--- src/rtl/uart_baud_gen_if.sv ---
// uart_baud_gen_if: control inputs and tick outputs of the fractional baud generator.
interface uart_baud_gen_if #(
    parameter int DIV_W  = 16,
    parameter int FRAC_W = 4,
    parameter int OVS    = 16
);
    logic                    i_en;
    logic                    i_sync;
    logic                    i_div_wr;
    logic [DIV_W-1:0]        i_div_int;
    logic [FRAC_W-1:0]       i_div_frac;
    logic                    o_div_pending;
    logic                    o_ovs_tick;
    logic                    o_bit_tick;
    logic                    o_mid_tick;
    logic [$clog2(OVS)-1:0]  o_ovs_idx;

    modport master (
        output i_en, i_sync, i_div_wr, i_div_int, i_div_frac,
        input  o_div_pending, o_ovs_tick, o_bit_tick, o_mid_tick, o_ovs_idx
    );

    modport slave (
        input  i_en, i_sync, i_div_wr, i_div_int, i_div_frac,
        output o_div_pending, o_ovs_tick, o_bit_tick, o_mid_tick, o_ovs_idx
    );
endinterface

--- src/rtl/uart_baud_gen.sv ---
// uart_baud_gen: fractional oversample/bit/mid-bit tick generator with staged divisor updates.
module uart_baud_gen #(
    parameter int DIV_W    = 16,
    parameter int FRAC_W   = 4,
    parameter int OVS      = 16,
    parameter int DEF_DIV  = 27,
    parameter int DEF_FRAC = 2
) (
    input logic            i_clk,
    input logic            i_rst,
    uart_baud_gen_if.slave bus
);
    localparam int IW = $clog2(OVS);
    localparam int CW = DIV_W + 1;

    logic [DIV_W-1:0]  div_int_q, div_int_d, stg_int_q, stg_int_d;
    logic [FRAC_W-1:0] div_frac_q, div_frac_d, stg_frac_q, stg_frac_d, acc_q, acc_d;
    logic              carry_q, carry_d, pend_q, pend_d;
    logic [CW-1:0]     cnt_q, cnt_d, len;
    logic [IW-1:0]     idx_q, idx_d;
    logic              ovs_q, ovs_d, bit_q, bit_d, mid_q, mid_d;
    logic              run, tick, bit_evt, apply, clr_acc;

    // sync and disable both restart the phase and double as divisor apply points
    always_comb begin
        len        = (div_int_q < DIV_W'(2) ? CW'(2) : CW'(div_int_q)) + CW'(carry_q);
        run        = bus.i_en && !bus.i_sync;
        tick       = run && cnt_q == len - CW'(1);
        bit_evt    = tick && idx_q == IW'(OVS - 1);
        apply      = !run || bit_evt;
        clr_acc    = !run || (bit_evt && pend_q);
        cnt_d      = (run && !tick) ? cnt_q + CW'(1) : '0;
        idx_d      = run ? idx_q + IW'(tick) : '0;
        {carry_d, acc_d} = clr_acc ? '0
                         : tick ? {1'b0, acc_q} + {1'b0, div_frac_q}
                         : {carry_q, acc_q};
        ovs_d      = tick;
        bit_d      = bit_evt;
        mid_d      = tick && idx_q == IW'(OVS / 2 - 1);
        div_int_d  = apply ? stg_int_q : div_int_q;
        div_frac_d = apply ? stg_frac_q : div_frac_q;
        stg_int_d  = bus.i_div_wr ? bus.i_div_int : stg_int_q;
        stg_frac_d = bus.i_div_wr ? bus.i_div_frac : stg_frac_q;
        pend_d     = bus.i_div_wr || (pend_q && !apply);
    end

    always_ff @(posedge i_clk) begin
        if (i_rst) begin
            div_int_q  <= DIV_W'(DEF_DIV);
            div_frac_q <= FRAC_W'(DEF_FRAC);
            stg_int_q  <= DIV_W'(DEF_DIV);
            stg_frac_q <= FRAC_W'(DEF_FRAC);
            pend_q     <= 1'b0;
            cnt_q      <= '0;
            acc_q      <= '0;
            carry_q    <= 1'b0;
            idx_q      <= '0;
            ovs_q      <= 1'b0;
            bit_q      <= 1'b0;
            mid_q      <= 1'b0;
        end else begin
            div_int_q  <= div_int_d;
            div_frac_q <= div_frac_d;
            stg_int_q  <= stg_int_d;
            stg_frac_q <= stg_frac_d;
            pend_q     <= pend_d;
            cnt_q      <= cnt_d;
            acc_q      <= acc_d;
            carry_q    <= carry_d;
            idx_q      <= idx_d;
            ovs_q      <= ovs_d;
            bit_q      <= bit_d;
            mid_q      <= mid_d;
        end
    end

    assign bus.o_div_pending = pend_q;
    assign bus.o_ovs_tick    = ovs_q;
    assign bus.o_bit_tick    = bit_q;
    assign bus.o_mid_tick    = mid_q;
    assign bus.o_ovs_idx     = idx_q;
endmodule

--- src/flat_wrapper.sv ---
// flat-port wrapper written by rule: the top's interface ports become plain ports
module uart_baud_gen_flat 
#(
    parameter int DIV_W    = 16,
    parameter int FRAC_W   = 4,
    parameter int OVS      = 16,
    parameter int DEF_DIV  = 27,
    parameter int DEF_FRAC = 2
)
  (i_clk, i_rst, bus_i_en, bus_i_sync, bus_i_div_wr, bus_i_div_int, bus_i_div_frac, bus_o_div_pending, bus_o_ovs_tick, bus_o_bit_tick, bus_o_mid_tick, bus_o_ovs_idx);
  uart_baud_gen_if #(.DIV_W(DIV_W), .FRAC_W(FRAC_W), .OVS(OVS)) bus_i ();
  input logic i_clk;
  input logic i_rst;
  input wire logic [$bits(bus_i.i_en)-1:0] bus_i_en;
  input wire logic [$bits(bus_i.i_sync)-1:0] bus_i_sync;
  input wire logic [$bits(bus_i.i_div_wr)-1:0] bus_i_div_wr;
  input wire logic [$bits(bus_i.i_div_int)-1:0] bus_i_div_int;
  input wire logic [$bits(bus_i.i_div_frac)-1:0] bus_i_div_frac;
  output wire logic [$bits(bus_i.o_div_pending)-1:0] bus_o_div_pending;
  output wire logic [$bits(bus_i.o_ovs_tick)-1:0] bus_o_ovs_tick;
  output wire logic [$bits(bus_i.o_bit_tick)-1:0] bus_o_bit_tick;
  output wire logic [$bits(bus_i.o_mid_tick)-1:0] bus_o_mid_tick;
  output wire logic [$bits(bus_i.o_ovs_idx)-1:0] bus_o_ovs_idx;
  assign bus_i.i_en = bus_i_en;
  assign bus_i.i_sync = bus_i_sync;
  assign bus_i.i_div_wr = bus_i_div_wr;
  assign bus_i.i_div_int = bus_i_div_int;
  assign bus_i.i_div_frac = bus_i_div_frac;
  assign bus_o_div_pending = bus_i.o_div_pending;
  assign bus_o_ovs_tick = bus_i.o_ovs_tick;
  assign bus_o_bit_tick = bus_i.o_bit_tick;
  assign bus_o_mid_tick = bus_i.o_mid_tick;
  assign bus_o_ovs_idx = bus_i.o_ovs_idx;
  uart_baud_gen #(.DIV_W(DIV_W), .FRAC_W(FRAC_W), .OVS(OVS), .DEF_DIV(DEF_DIV), .DEF_FRAC(DEF_FRAC)) u_core (.i_clk(i_clk), .i_rst(i_rst), .bus(bus_i));
endmodule
--- config.mk ---
export PLATFORM = sky130hd
export DESIGN_NAME = uart_baud_gen_flat
export DESIGN_NICKNAME = d
export VERILOG_FILES = /design/src/rtl/uart_baud_gen_if.sv /design/src/rtl/uart_baud_gen.sv /design/src/flat_wrapper.sv
export SDC_FILE = /design/constraint.sdc
export NUM_CORES = 1
export LEC_CHECK = 0
export CAP_MARGIN = 20
export CORE_UTILIZATION = 61
export CTS_CLUSTER_SIZE = 40
export DETAILED_ROUTE_END_ITERATION = 10
export HOLD_SLACK_MARGIN = 0.05
export PLACE_DENSITY_LB_ADDON = 0.1
export SKIP_LAST_GASP = 1
export SYNTH_ARGS = -nofsm -noshare
export SYNTH_HDL_FRONTEND = slang
export SYNTH_SLANG_ARGS = --single-unit
--- constraint.sdc ---
create_clock -name i_clk -period 6.72 [get_ports i_clk]
set_input_delay 1.344 -clock i_clk [delete_from_list [all_inputs] [get_ports i_clk]]
set_output_delay 1.344 -clock i_clk [all_outputs]
set_load 0.05 [all_outputs]
==> key figures, run 1 <==
Routing
  – Vias per inst: 5.878
  – DR DRC count: 0
  – Via count: 2692
  – Initial drt markers: 182
  – Drt wl/cell: 14.90 um
  – 1st-pass router iterations: 5
  – WL final: 6.825 mm
  – Antenna Nets Post-Route: 0

Global routing
  – Total gr overflow: 0
  – Initial antenna violation count: 0
  – Largest net degree at the start of global routing: 27
  – First-pass GRT wire length: 12.08 mm
  – Gr usage total: 26.43%
  – Vias in the first global route: 2524

Job
  – Max Cap Violations: 0

Floorplanning
  – Initial Util: 64.18%
  – Row count: 26
  – Height of the die: 76.01 um
  – Die Area: 5777 um^2
  – I/O pin total: 33
  – Core area: 5205 um^2
  – Die Wd: 76.01 um

Clock network
  – CTS Buffer Depth: 2
  – Setup bufs post-CTS: 0
  – Post_cts resized: 0
  – Reg clk slew, reported paths: 0.07 ns
  – Worst-Skew Late Latency: 0.35 ns
  – CTS sink count: 70
  – CTS root buf: clkbuf_8
  – CTS tree: done
  – H-tree levels: 3
  – Cts hold-fix bufs: 0
  – Total CTS buffers: 9

Place
  – Pre-CTS setup slack: 1.857 ns
  – Placed cell count: 442
  – Placer Congestion: 0.9168
  – Port Buffers: 32
  – Post-DP HPWL: 4.892 mm

Worst setup path
  – FF-to-FF Start: u_core.div_int_q[11]
  – Peak fanout along the critical path: 21
  – WP data required: 6.96 ns
  – R2R cell count: 10
  – Worst stage delay on the critical path: 0.89 ns
  – Worst path top cell family by delay: simple AND/OR/NAND/NOR gates
  – Crit end category: flip-flop
  – Reg2reg end: u_core.div_int_q[11]
  – CP arrival: 5.12 ns
  – Bufs and invs on worst path: 0
  – CP Class: reg -> reg
  – Cells along the critical path: or4_1, or4_4, o31ai_1, ha_1, ha_1, nor2b_1, nand3_1, o41ai_1, nand3_2, a32o_1
  – Crit path top cell by count: ha_1
  – Startpoint Class: flip-flop
  – CP max-delay cell: o41ai_1
  – Worst reg-to-reg setup slack: 1.83 ns

Layout
  – Layout Nets: 418
  – Area grow syn2layout: 16.70%
  – Finished Layout Cells: 458
  – Area of the multi-input gates: 1785 um^2
  – Antenna cell count: 0
  – Fraction of final layout cells sized beyond drive strength 1: 6.443%
  – FILL cells: 396
  – Register Area: 1401 um^2

Synthesis
  – Synth Area per Inst: 9.332 um^2
  – Main synth FF type: dfxtp_1
  – Synth async-reset ratio: 0%
  – Syn Nets: 393
  – Flops & latches, synth: 70
  – Syn Inst Count: 358
  – Netlist Area Pre-Place: 3341 um^2
  – Post-synth EDFFs: 0
  – Syn. warnings: 0
  – Unique masters post-synth: 50
  – Sequential share of the synthesized area: 41.95%

Power
  – Tot Pwr: 0.0008978 W
  – Static leakage: 1.549 nW
  – Worst IR Drop VDD: 188.2 uV
  – Power per cell area: 230.3 nW/um^2

Timing
  – TNS Setup: 0 ns
  – Hold WS: 0.4647 ns
  – Final slew viol count: 0
  – Crit share post-route: 72.74%
  – Setup-failing EPs final: 0
  – Clock Skew: 0.007778 ns
  – Slew @ Worst Pin: 0.9206 ns
  – Unrepaired setup endpoints after global routing: false
  – Final worst-path setup slack: 1.832 ns
  – Final Critical Period: 4.888 ns
  – Final hold vios: 0
  – Fmax achieved: 204.6 MHz
  – Slew headroom: 37.83%

Run status
  – Status: finished, final reports clean

Hold path
  – Hold endpoint: u_core.bus.o_mid_tick
  – Worst hold path depth: 1
  – Hold Crit Start: u_core.bus.o_ovs_idx[3]
  – HP Class: reg -> reg
stage by stage:
stage | instance area, um^2 | util (%)
after detailed placement | 3666 | 70.43
after global routing | 3899 | 74.90
after floorplan | 3341 | -
final | 3899 | 74.90
after CTS | 3899 | 74.90
after global placement | 3666 | 70.43
area by class of cell:
type	instances	area share, %
inverter	13	1.252
multi-input combinational	254	45.80
timing repair buffer	35	8.793
tap	70	2.246
clock inverter	5	2.086
sequential	70	35.94
clock buffer	11	3.883
worst max-delay path by stage:
stage                    startpoint                       to  slack (ns)  depth (start not counted)
2_1_floorplan  u_core.div_int_q[11]  u_core.bus.o_ovs_idx[1]        2.38                         16
3_3_place_gp   u_core.div_int_q[11]      u_core.div_int_q[4]        1.94                         11
4_1_cts        u_core.div_int_q[11]     u_core.div_int_q[11]        1.84                         10
3_5_place_dp   u_core.div_int_q[11]     u_core.div_int_q[11]        1.86                         10
6_report       u_core.div_int_q[11]     u_core.div_int_q[11]        1.83                         10
5_1_grt        u_core.div_int_q[11]     u_core.div_int_q[11]        1.51                         10
sequential cells by signal (all words and copies together), names as in the netlist, 4 cells and up:
name / count
u_core.bus.o_ovs_idx: 4
u_core.cnt_q: 17
u_core.stg_int_q: 16
u_core.acc_q: 4
u_core.div_frac_q: 4
u_core.stg_frac_q: 4
u_core.div_int_q: 16
cells in the mapped netlist, types with 4 or more instances:
master    number  area (um^2)
a21oi_1        5        25.02
a32o_1        16        160.2
and3_1         6        37.54
clkbuf_1      14        52.55
dfxtp_1       70         1401
ha_1           9        112.6
inv_1         12        45.04
mux2i_1       22        220.2
nand2_1       22        82.58
nand3_1       13        65.06
nand4_1        8        50.05
nor2_1        51        191.4
nor2b_1        4        25.02
nor4_1         5        31.28
o211ai_1       6        45.04
or4_1          4        30.03
xnor2_1       17        148.9
xor2_1        21        183.9
kinds of logic after synthesis:
logic type | count (synthesis) | synth area share, %
mux | 23 | 6.929
buf+inv | 34 | 4.606
simple gates | 130 | 19.55
compound gates | 53 | 13.03
fa+ha+maj | 10 | 3.970
flops | 70 | 41.95
xor+xnor | 38 | 9.963
placed cells by master (no fill, tap or decap), types with 5 or more instances in the layout:
master	count
nand3_1	13
clkbuf_8	11
a21oi_1	5
and3_1	6
inv_1	12
nand4_1	8
a32o_1	16
nand2_1	22
dfxtp_1	70
nor2_1	51
mux2i_1	22
ha_1	9
o211ai_1	6
xor2_1	21
nor4_1	5
clkdlybuf4s50_1	32
xnor2_1	17
worst register-to-register path, stage by stage (launching register included):
cell	delay (ns)
dfxtp_1	0.37
or4_1	0.64
or4_4	0.54
o31ai_1	0.24
ha_1	0.21
ha_1	0.25
nor2b_1	0.41
nand3_1	0.16
o41ai_1	0.89
nand3_2	0.59
a32o_1	0.47
routing by layer:
metal	up-vias	share of wire [%]	track usage [%]
li1	1336	-	-
met1	1263	48	36.41
met2	85	44	39.09
met3	8	6.7	8.862
met4	0	1.1	8.269
met5	-	0	0
power by group:
part	internal (W)	total (W)	switching, W
clock	0.000229	0.000385	0.000157
combinational	0.0000361	0.0000729	0.0000368
sequential	0.000428	0.000439	0.0000115
No activity file was read; power rests on OpenSTA's default activity.
==> run 2, diff against run 1 <==
--- a/config.mk
+++ b/config.mk
@@ -6,7 +6,7 @@
 export NUM_CORES = 1
 export LEC_CHECK = 0
 export CAP_MARGIN = 20
-export CORE_UTILIZATION = 61
+export CORE_UTILIZATION = 57
 export CTS_CLUSTER_SIZE = 40
 export DETAILED_ROUTE_END_ITERATION = 10
 export HOLD_SLACK_MARGIN = 0.05
==> constraint.sdc (replaced) <==
create_clock -name i_clk -period 5 [get_ports i_clk]
set_input_delay 1 -clock i_clk [delete_from_list [all_inputs] [get_ports i_clk]]
set_output_delay 1 -clock i_clk [all_outputs]
set_load 0.05 [all_outputs]
==> key figures, run 2 (same netlist as run 1, synthesis figures left out) <==
Routing
  – DR DRC count: 0
  – Initial drt markers: 103
  – 1st-pass router iterations: 5
  – Vias per inst: 5.623
  – WL final: 6.766 mm
  – Drt wl/cell: 14.58 um
  – Via count: 2609
  – Antenna Nets Post-Route: 0

Hold path
  – HP Class: reg -> reg
  – Worst hold path depth: 1

Clock network
  – CTS Buffer Depth: 2
  – Total CTS buffers: 9
  – Reg clk slew, reported paths: 0.07 ns
  – Setup bufs post-CTS: 0
  – Cts hold-fix bufs: 0
  – Worst-Skew Late Latency: 0.34 ns
  – CTS tree: done
  – CTS sink count: 70
  – CTS root buf: clkbuf_8
  – H-tree levels: 3

Timing
  – Final slew viol count: 0
  – Slew headroom: 46.73%
  – Unrepaired setup endpoints after global routing: false
  – Fmax achieved: 221.7 MHz
  – Crit share post-route: 90.22%
  – Hold WS: 0.4648 ns
  – TNS Setup: 0 ns
  – Setup-failing EPs final: 0
  – Final Critical Period: 4.511 ns
  – Clock Skew: 0.006509 ns
  – Slew @ Worst Pin: 0.7917 ns
  – Final hold vios: 0

Worst setup path
  – Peak fanout along the critical path: 7
  – R2R cell count: 15
  – WP data required: 5.24 ns
  – FF-to-FF Start: u_core.div_int_q[11]
  – CP Class: reg -> reg
  – CP endpoint: u_core.bus.o_ovs_idx[1]
  – Crit end category: flip-flop
  – Worst reg-to-reg setup slack: 0.49 ns
  – Worst Setup SP: u_core.div_int_q[11]
  – CP arrival: 4.75 ns
  – Reg2reg end: u_core.bus.o_ovs_idx[1]
  – Startpoint Class: flip-flop

Layout
  – Layout Nets: 422
  – Final core utilization: 71.09%
  – Fraction of final layout cells sized beyond drive strength 1: 7.398%
  – Max reg flops: 17
  – FILL cells: 447
  – Commonest non-fill, non-tap cell in the layout: dfxtp_1
  – Top reg by flops: u_core.cnt_q
  – Area grow syn2layout: 18.61%
  – Most frequent cells in the layout: dfxtp_1 (70), nor2_1 (51), clkdlybuf4s50_1 (32)
  – Regs by FF count: u_core.cnt_q (17), u_core.div_int_q (16), u_core.stg_int_q (16)
  – Antenna cell count: 0
  – Finished Layout Cells: 464

Place
  – Placed cell count: 448
  – Post-DP HPWL: 4.909 mm
  – Placer Congestion: 0.8853
  – Port Buffers: 32

Floorplanning
  – Height of the die: 78.56 um
  – Initial Util: 59.93%
  – Die Area: 6171 um^2
  – I/O pin total: 33
  – Row count: 27
  – Core area: 5574 um^2
  – Die Wd: 78.56 um

Global routing
  – Largest net degree at the start of global routing: 27
  – Initial antenna violation count: 0
  – First-pass GRT wire length: 11.67 mm
  – Total gr overflow: 0
  – Gr usage total: 24.38%
  – Vias in the first global route: 2488

Power
  – Tot Pwr: 0.001283 W
  – Static leakage: 1.584 nW
  – Power per cell area: 323.7 nW/um^2
  – Worst IR Drop VDD: 219.5 uV

Job
  – Max Cap Violations: 0

Run status
  – Status: finished, final reports clean
run 2: changes by cell type in the layout (fill, tap and decap cells not counted), sizes merged:
cell      delta
buf          +4
bufinv       +2
clkbuf       -1
clkinvlp     -1
run 2: cell type report:
class,instances,area (um^2),area share [%]
flip-flops and latches,70,1401,35.36
repair buffers,39,372.9,9.410
inverters,13,48.80,1.231
clock inverters,6,133.9,3.379
well taps,72,90.09,2.273
clock buffers,10,127.6,3.221
multi-input cells,254,1788,45.12
run 2: critical path, stage by stage (launching register included):
cell and delay (ns):
dfxtp_1 0.38, or4_1 0.64, or4_4 0.54, o31ai_1 0.23, ha_1 0.20, ha_1 0.24, nor2b_2 0.28, nand4_1 0.14
xnor2_1 0.23, o2111ai_1 0.14, nor4_1 0.45, nand2_1 0.22, nor2_1 0.15, ha_1 0.18, ha_1 0.23, and3_1 0.16
run 2: worst min-delay path by stage:
stage,startpoint,slack (ns),endpoint
5_1_grt,u_core.acc_q[3],0.49,u_core.acc_q[3]
3_3_place_gp,u_core.stg_frac_q[1],0.45,u_core.div_frac_q[1]
6_report,u_core.stg_int_q[7],0.46,u_core.div_int_q[7]
3_5_place_dp,u_core.stg_int_q[11],0.45,u_core.div_int_q[11]
4_1_cts,u_core.bus.o_ovs_idx[3],0.47,u_core.bus.o_mid_tick
2_1_floorplan,u_core.stg_frac_q[1],0.43,u_core.div_frac_q[1]
run 2: metrics by stage:
step	setup WS (ns)	cell area (um^2)
after floorplan	0.6606	3341
after global routing	0.09715	3963
after detailed placement	0.4213	3699
after CTS	0.4018	3960
after global placement	0.6015	3699
final	0.4892	3963
run 2: layer usage:
layer  routed length [um]  GRT usage (%)  vias up
li1                     -              -     1335
met1                 3351          33.16     1221
met2                 3073          37.22       45
met3                  261          4.302        8
met4                   80          11.48        0
met5                    0              0        -
run 2: power breakdown:
part	switching, W	total (W)	internal [W]
Sequential	0.0000154	0.000591	0.000575
Clock	0.000210	0.000592	0.000382
Combinational	0.0000496	0.0000998	0.0000502
Total	0.000275	0.00128	0.00101
run 2: what timing repair did:
action,4_1_cts,5_1_grt
resized for setup,0,1
endpoints found under the setup margin,0,2
endpoints found under the hold margin,0,0
